[src/rtl/host_cmd_dec_if.sv]
// rtl/host_cmd_dec_if.sv - host write bus and register-strobe bundle for host_cmd_dec
interface host_cmd_dec_if;
  logic       hst_cs_x;
  logic       hst_wr_x;
  logic       hst_a0;
  logic [7:0] hst_d;
  logic       reg_0x00_ce;
  logic       reg_0x01_ce;
  logic       reg_0x02_ce;
  logic       reg_0x03_ce;
  logic       reg_0x04_ce;
  logic       reg_0x05_ce;
  logic       reg_0x06_ce;
  logic       reg_0x07_ce;
  logic       reg_wrreq;
  logic [7:0] reg_wdata;
  logic [7:0] cmd_code;
  logic       cmd_stb;
  logic       prm_drop;

  modport master (
    output hst_cs_x, hst_wr_x, hst_a0, hst_d,
    input  reg_0x00_ce, reg_0x01_ce, reg_0x02_ce, reg_0x03_ce,
    input  reg_0x04_ce, reg_0x05_ce, reg_0x06_ce, reg_0x07_ce,
    input  reg_wrreq, reg_wdata, cmd_code, cmd_stb, prm_drop
  );

  modport slave (
    input  hst_cs_x, hst_wr_x, hst_a0, hst_d,
    output reg_0x00_ce, reg_0x01_ce, reg_0x02_ce, reg_0x03_ce,
    output reg_0x04_ce, reg_0x05_ce, reg_0x06_ce, reg_0x07_ce,
    output reg_wrreq, reg_wdata, cmd_code, cmd_stb, prm_drop
  );
endinterface

[src/rtl/host_cmd_dec.sv]
// rtl/host_cmd_dec.sv - 8080 host write synchronizer and SYSTEM SET command/parameter decoder
module host_cmd_dec (
  input  logic           clk,
  input  logic           rst_x,
  host_cmd_dec_if.slave  bus
);

  typedef enum logic [1:0] {
    ST_IDLE = 2'd0,
    ST_SYS  = 2'd1,
    ST_IGN  = 2'd2
  } state_t;

  logic       act;
  logic       s1, s2, s3;
  logic       wend;
  logic       wend_q;
  logic [7:0] cap_d;
  logic       cap_a0;

  state_t     state_q, state_d;
  logic [2:0] idx_q, idx_d;
  logic [7:0] ce_q, ce_d;
  logic       wrreq_q, wrreq_d;
  logic [7:0] wdata_q, wdata_d;
  logic [7:0] code_q, code_d;
  logic       stb_q, stb_d;
  logic       drop_q, drop_d;

  assign act  = ~bus.hst_cs_x & ~bus.hst_wr_x;
  assign wend = s3 & ~s2;

  // cap_* freezes once s2 falls, so it is stable while wend_q is consumed
  always_ff @(posedge clk or negedge rst_x) begin
    if (!rst_x) begin
      s1     <= 1'b0;
      s2     <= 1'b0;
      s3     <= 1'b0;
      wend_q <= 1'b0;
      cap_d  <= 8'h00;
      cap_a0 <= 1'b0;
    end else begin
      s1     <= act;
      s2     <= s1;
      s3     <= s2;
      wend_q <= wend;
      if (s2) begin
        cap_d  <= bus.hst_d;
        cap_a0 <= bus.hst_a0;
      end
    end
  end

  always_ff @(posedge clk or negedge rst_x) begin
    if (!rst_x) begin
      state_q <= ST_IDLE;
      idx_q   <= 3'd0;
      ce_q    <= 8'h00;
      wrreq_q <= 1'b0;
      wdata_q <= 8'h00;
      code_q  <= 8'h00;
      stb_q   <= 1'b0;
      drop_q  <= 1'b0;
    end else begin
      state_q <= state_d;
      idx_q   <= idx_d;
      ce_q    <= ce_d;
      wrreq_q <= wrreq_d;
      wdata_q <= wdata_d;
      code_q  <= code_d;
      stb_q   <= stb_d;
      drop_q  <= drop_d;
    end
  end

  always_comb begin
    state_d = state_q;
    idx_d   = idx_q;
    ce_d    = 8'h00;
    wrreq_d = 1'b0;
    wdata_d = wdata_q;
    code_d  = code_q;
    stb_d   = 1'b0;
    drop_d  = 1'b0;
    if (wend_q) begin
      if (cap_a0) begin
        code_d = cap_d;
        stb_d  = 1'b1;
        if (cap_d == 8'h40) begin
          state_d = ST_SYS;
          idx_d   = 3'd0;
        end else begin
          state_d = ST_IGN;
        end
      end else begin
        case (state_q)
          ST_SYS: begin
            wrreq_d = 1'b1;
            ce_d    = 8'h01 << idx_q;
            wdata_d = cap_d;
            idx_d   = idx_q + 3'd1;
            // P8 closes the sequence; further parameters are dropped, not wrapped
            if (idx_q == 3'd7) begin
              state_d = ST_IGN;
            end
          end
          default: begin
            drop_d = 1'b1;
          end
        endcase
      end
    end
  end

  assign bus.reg_0x00_ce = ce_q[0];
  assign bus.reg_0x01_ce = ce_q[1];
  assign bus.reg_0x02_ce = ce_q[2];
  assign bus.reg_0x03_ce = ce_q[3];
  assign bus.reg_0x04_ce = ce_q[4];
  assign bus.reg_0x05_ce = ce_q[5];
  assign bus.reg_0x06_ce = ce_q[6];
  assign bus.reg_0x07_ce = ce_q[7];
  assign bus.reg_wrreq   = wrreq_q;
  assign bus.reg_wdata   = wdata_q;
  assign bus.cmd_code    = code_q;
  assign bus.cmd_stb     = stb_q;
  assign bus.prm_drop    = drop_q;

endmodule

[src/flat_wrapper.sv]
// flat-port wrapper written by rule: the top's interface ports become plain ports
module host_cmd_dec_flat 
  (clk, rst_x, bus_hst_cs_x, bus_hst_wr_x, bus_hst_a0, bus_hst_d, bus_reg_0x00_ce, bus_reg_0x01_ce, bus_reg_0x02_ce, bus_reg_0x03_ce, bus_reg_0x04_ce, bus_reg_0x05_ce, bus_reg_0x06_ce, bus_reg_0x07_ce, bus_reg_wrreq, bus_reg_wdata, bus_cmd_code, bus_cmd_stb, bus_prm_drop);
  host_cmd_dec_if bus_i ();
  input  logic clk;
  input  logic rst_x;
  input wire logic [$bits(bus_i.hst_cs_x)-1:0] bus_hst_cs_x;
  input wire logic [$bits(bus_i.hst_wr_x)-1:0] bus_hst_wr_x;
  input wire logic [$bits(bus_i.hst_a0)-1:0] bus_hst_a0;
  input wire logic [$bits(bus_i.hst_d)-1:0] bus_hst_d;
  output wire logic [$bits(bus_i.reg_0x00_ce)-1:0] bus_reg_0x00_ce;
  output wire logic [$bits(bus_i.reg_0x01_ce)-1:0] bus_reg_0x01_ce;
  output wire logic [$bits(bus_i.reg_0x02_ce)-1:0] bus_reg_0x02_ce;
  output wire logic [$bits(bus_i.reg_0x03_ce)-1:0] bus_reg_0x03_ce;
  output wire logic [$bits(bus_i.reg_0x04_ce)-1:0] bus_reg_0x04_ce;
  output wire logic [$bits(bus_i.reg_0x05_ce)-1:0] bus_reg_0x05_ce;
  output wire logic [$bits(bus_i.reg_0x06_ce)-1:0] bus_reg_0x06_ce;
  output wire logic [$bits(bus_i.reg_0x07_ce)-1:0] bus_reg_0x07_ce;
  output wire logic [$bits(bus_i.reg_wrreq)-1:0] bus_reg_wrreq;
  output wire logic [$bits(bus_i.reg_wdata)-1:0] bus_reg_wdata;
  output wire logic [$bits(bus_i.cmd_code)-1:0] bus_cmd_code;
  output wire logic [$bits(bus_i.cmd_stb)-1:0] bus_cmd_stb;
  output wire logic [$bits(bus_i.prm_drop)-1:0] bus_prm_drop;
  assign bus_i.hst_cs_x = bus_hst_cs_x;
  assign bus_i.hst_wr_x = bus_hst_wr_x;
  assign bus_i.hst_a0 = bus_hst_a0;
  assign bus_i.hst_d = bus_hst_d;
  assign bus_reg_0x00_ce = bus_i.reg_0x00_ce;
  assign bus_reg_0x01_ce = bus_i.reg_0x01_ce;
  assign bus_reg_0x02_ce = bus_i.reg_0x02_ce;
  assign bus_reg_0x03_ce = bus_i.reg_0x03_ce;
  assign bus_reg_0x04_ce = bus_i.reg_0x04_ce;
  assign bus_reg_0x05_ce = bus_i.reg_0x05_ce;
  assign bus_reg_0x06_ce = bus_i.reg_0x06_ce;
  assign bus_reg_0x07_ce = bus_i.reg_0x07_ce;
  assign bus_reg_wrreq = bus_i.reg_wrreq;
  assign bus_reg_wdata = bus_i.reg_wdata;
  assign bus_cmd_code = bus_i.cmd_code;
  assign bus_cmd_stb = bus_i.cmd_stb;
  assign bus_prm_drop = bus_i.prm_drop;
  host_cmd_dec u_core (.clk(clk), .rst_x(rst_x), .bus(bus_i));
endmodule
[config.mk]
export PLATFORM = sky130hd
export DESIGN_NAME = host_cmd_dec_flat
export DESIGN_NICKNAME = d
export VERILOG_FILES = /design/src/rtl/host_cmd_dec_if.sv /design/src/rtl/host_cmd_dec.sv /design/src/flat_wrapper.sv
export SDC_FILE = /design/constraint.sdc
export NUM_CORES = 1
export LEC_CHECK = 0
export CAP_MARGIN = 20
export CORE_MARGIN = 2
export CORE_UTILIZATION = 27
export CTS_CLUSTER_SIZE = 8
export DETAILED_ROUTE_END_ITERATION = 7
export HOLD_SLACK_MARGIN = 0.1
export PLACE_DENSITY_LB_ADDON = 0.25
export SYNTH_ARGS = -nofsm -noshare
export SYNTH_HDL_FRONTEND = slang
export SYNTH_SLANG_ARGS = --single-unit
[constraint.sdc]
create_clock -name clk -period 1.2 [get_ports clk]
set_input_delay 0.18 -clock clk [delete_from_list [all_inputs] [get_ports clk]]
set_output_delay 0.18 -clock clk [all_outputs]
set_load 0.01 [all_outputs]
==> results.json <==
{
  "die_h_um": 84.20,
  "n_antenna_cell": 0,
  "r2r_cells": 3,
  "via_per_inst": 4.350,
  "cts_tree": "yes",
  "remaining_drc_errors": 0,
  "synth_cell_type_count": 25,
  "min_path_cells": 0,
  "yosys.area_share.adder_pct": 4.323,
  "mostFrequentLayoutCells": "dfrtp_1, dlygate4sd2_1, buf_4",
  "synth_area_per_cell_um2": 15.23,
  "synth_top_area_cell": "dfrtp_1",
  "dp_cells": 249,
  "final_util_pct": 42.16,
  "die_width_um": 84.20,
  "worstSetupStartpointType": "register",
  "start_util_pct": 27.67,
  "core_area_um2": 6277,
  "syn-num-nets": 133,
  "synth.cell_area_um2": 1737,
  "ir_drop_uv": 819.0,
  "synth_top_family_by_area": "multiplexers",
  "ys_ff_latch": 45,
  "cp_top_family": "simple AND/OR/NAND/NOR gates",
  "ys_warn_count": 0,
  "grt_max_degree": 46,
  "synth.area.mux_share_pct": 16.21,
  "synth.area.top_cells": "dfrtp_1, mux2_2, ha_1",
  "final_hold_viol_count": 0,
  "cts_buffers": 5,
  "place_congestion": 0.7785,
  "num_io_pins": 40,
  "drtAntennaViolNets": 0,
  "cap_violations": 0,
  "dieArea_um2": 7090,
  "grt_setup_unrepaired": "true",
  "fp-row-count": 29,
  "setup_viol": 19,
  "clockBufferDepth": 2,
  "wl_per_cell_um": 13.30,
  "post-place-ws_ps": -181.7,
  "synthXorXnorAreaFrac_pct": 0,
  "p_per_area_nw_per_um2": 1364,
  "clock_skew_ps": 9.126,
  "first_pass_iters": 4,
  "fin_crit_sh_pct": 118.2,
  "worstPathCellList": "or4b_4, nor3_4, o31ai_1",
  "violations": "negative setup slack",
  "cp.arrival_ps": 1600,
  "grt.total_usage_pct": 10.28,
  "hold_path_class": "register to register",
  "grt_pass1_vias": 1228,
  "worstPathMaxFanout": 4,
  "clkSinkCount": 45,
  "p_leak_nw": 1.373,
  "dr_total_vias": 1157,
  "dp_hpwl_mm": 2.427,
  "end_kind": "register",
  "cp.depth": 3,
  "layout_min_cycle_time_ps": 1418,
  "portBuffers": 39,
  "yosysSeqAreaShare_pct": 64.84,
  "worst-path-buf-inv": 0,
  "grt-ovfl-total": 0,
  "worstMarginPinSlew_ps": 266.5,
  "syn_to_final_growth_pct": 52.38,
  "hold_ws_ps": 353.6,
  "regToRegSetupSlack_ps": -220,
  "cp_slowest_cell": "or4b_4",
  "drtIter0Drc": 25,
  "worst_slack_ps": -218.2,
  "clk_latency_ps": 290,
  "final_max_slew_viol_count": 0,
  "wl_mm": 3.537,
  "grt_pass1_wl_mm": 5.878,
  "clock-root-buffer": "clkbuf_8",
  "syn_inst": 114,
  "fin_cells": 266,
  "drive_gt1_share_pct": 38.62,
  "antenna_found_initial": 0,
  "worst-setup-path-type": "register to register",
  "cp.required_ps": 1380,
  "synthSimpleGateAreaFrac_pct": 9.654,
  "htree_levels": 2,
  "final_common_cell": "dfrtp_1",
  "cts.clk_slew.worst_paths_ps": 90,
  "timing.fmax_mhz": 705.1,
  "totalNegativeSetupSlack_ps": -1874,
  "synth-compound-area-share_pct": 3.026,
  "nNetsFinal": 207,
  "slowest_delay_ps": 560,
  "synth_top_area_share_pct": 64.84,
  "status": "finished with violations",
  "max-slew-margin-rel_pct": 81.99
}
[layout make-up]
type	count	area, um2
Clock buffer	6	72.57
Inverter	4	15.01
Clock inverter	2	38.79
Tap cell	77	96.34
Fill cell	604	3631
Sequential cell	45	1126
Timing Repair Buffer	71	650.6
Multi-Input combinational cell	61	646.9
[registers in the layout, indices dropped and copies added (netlist names)]
signal and count:
u_core.bus.cmd_code 8, u_core.bus.reg_wdata 8, u_core.cap_d 8, u_core.ce_q 8, u_core.idx_q 3, u_core.state_q 2
u_core.bus.cmd_stb 1, u_core.bus.prm_drop 1, u_core.bus.reg_wrreq 1, u_core.cap_a0 1, u_core.s1 1, u_core.s2 1
u_core.s3 1, u_core.wend_q 1
[power breakdown]
| part | internal (W) | switching (W) |
|---|---|---|
| Clock | 0.000625 | 0.000504 |
| Sequential | 0.00168 | 0.0000847 |
| Combinational | 0.000436 | 0.000275 |
[worst register-to-register path: stages, from the launching register on]
cell	delay, ps
dfrtp_1	390
or4b_4	560
nor3_4	260
o31ai_1	100
[final timing paths]
kind	startpoint	endpoint
setup / recovery	u_core.cap_d[7]	u_core.idx_q[1]
hold / removal	u_core.s1	u_core.s2
setup reg to reg	u_core.cap_d[7]	u_core.idx_q[1]
hold reg to reg	u_core.s1	u_core.s2
max in group asynchronous	rst_x	u_core.idx_q[0]
min in group asynchronous	rst_x	u_core.ce_q[6]
[metal layers]
layer  share of wire [%]  routed length (um)  up-vias  track usage, %
met5                   0                   0        -               0
met3                 5.9                 209        2           3.441
met1                  45                1584      576           13.18
met2                  49                1726       35           16.96
li1                    -                   -      544               -
met4                0.42                  15        0           2.346
[cells in the mapped netlist]
cell and count:
dfrtp_1 45, mux2_2 25, and3_1 6, ha_1 6
inv_1 4, buf_2 3, nor2_1 3, and2_1 2
nand2_1 2, nand2b_1 2, o211ai_1 2, a211oi_1 1
a21oi_1 1, a311oi_1 1, a31o_1 1, and3b_1 1
and4bb_2 1, clkbuf_1 1, nand3b_1 1, nor2b_1 1
nor3_4 1, nor4bb_1 1, o31ai_1 1, or4_4 1
or4b_4 1
[cell families after synthesis]
| kind of cell | count (synthesis) |
|---|---|
| buf+inv | 8 |
| mux | 25 |
| compound gates | 7 |
| fa+ha+maj | 6 |
| flops | 45 |
| simple gates | 23 |
[per-stage QoR]
stage	instance area, um2	power [W]
floorplan	1758	0.002059
global placement	2412	0.002505
detailed placement	2412	0.002524
CTS	2567	0.003599
global route	2646	0.003809
finish	2646	0.003610
[what timing repair did]
action                                 4_1_cts  5_1_grt
hold buffers                                 1        0
pin swaps                                    5        8
endpoints found under the hold margin       45        0
resized for setup                           37       13
setup endpoints to repair                   56       31
buffers inserted                             3        4
cloned                                       1        0
Note: power is estimated with default switching activity, not from simulation.
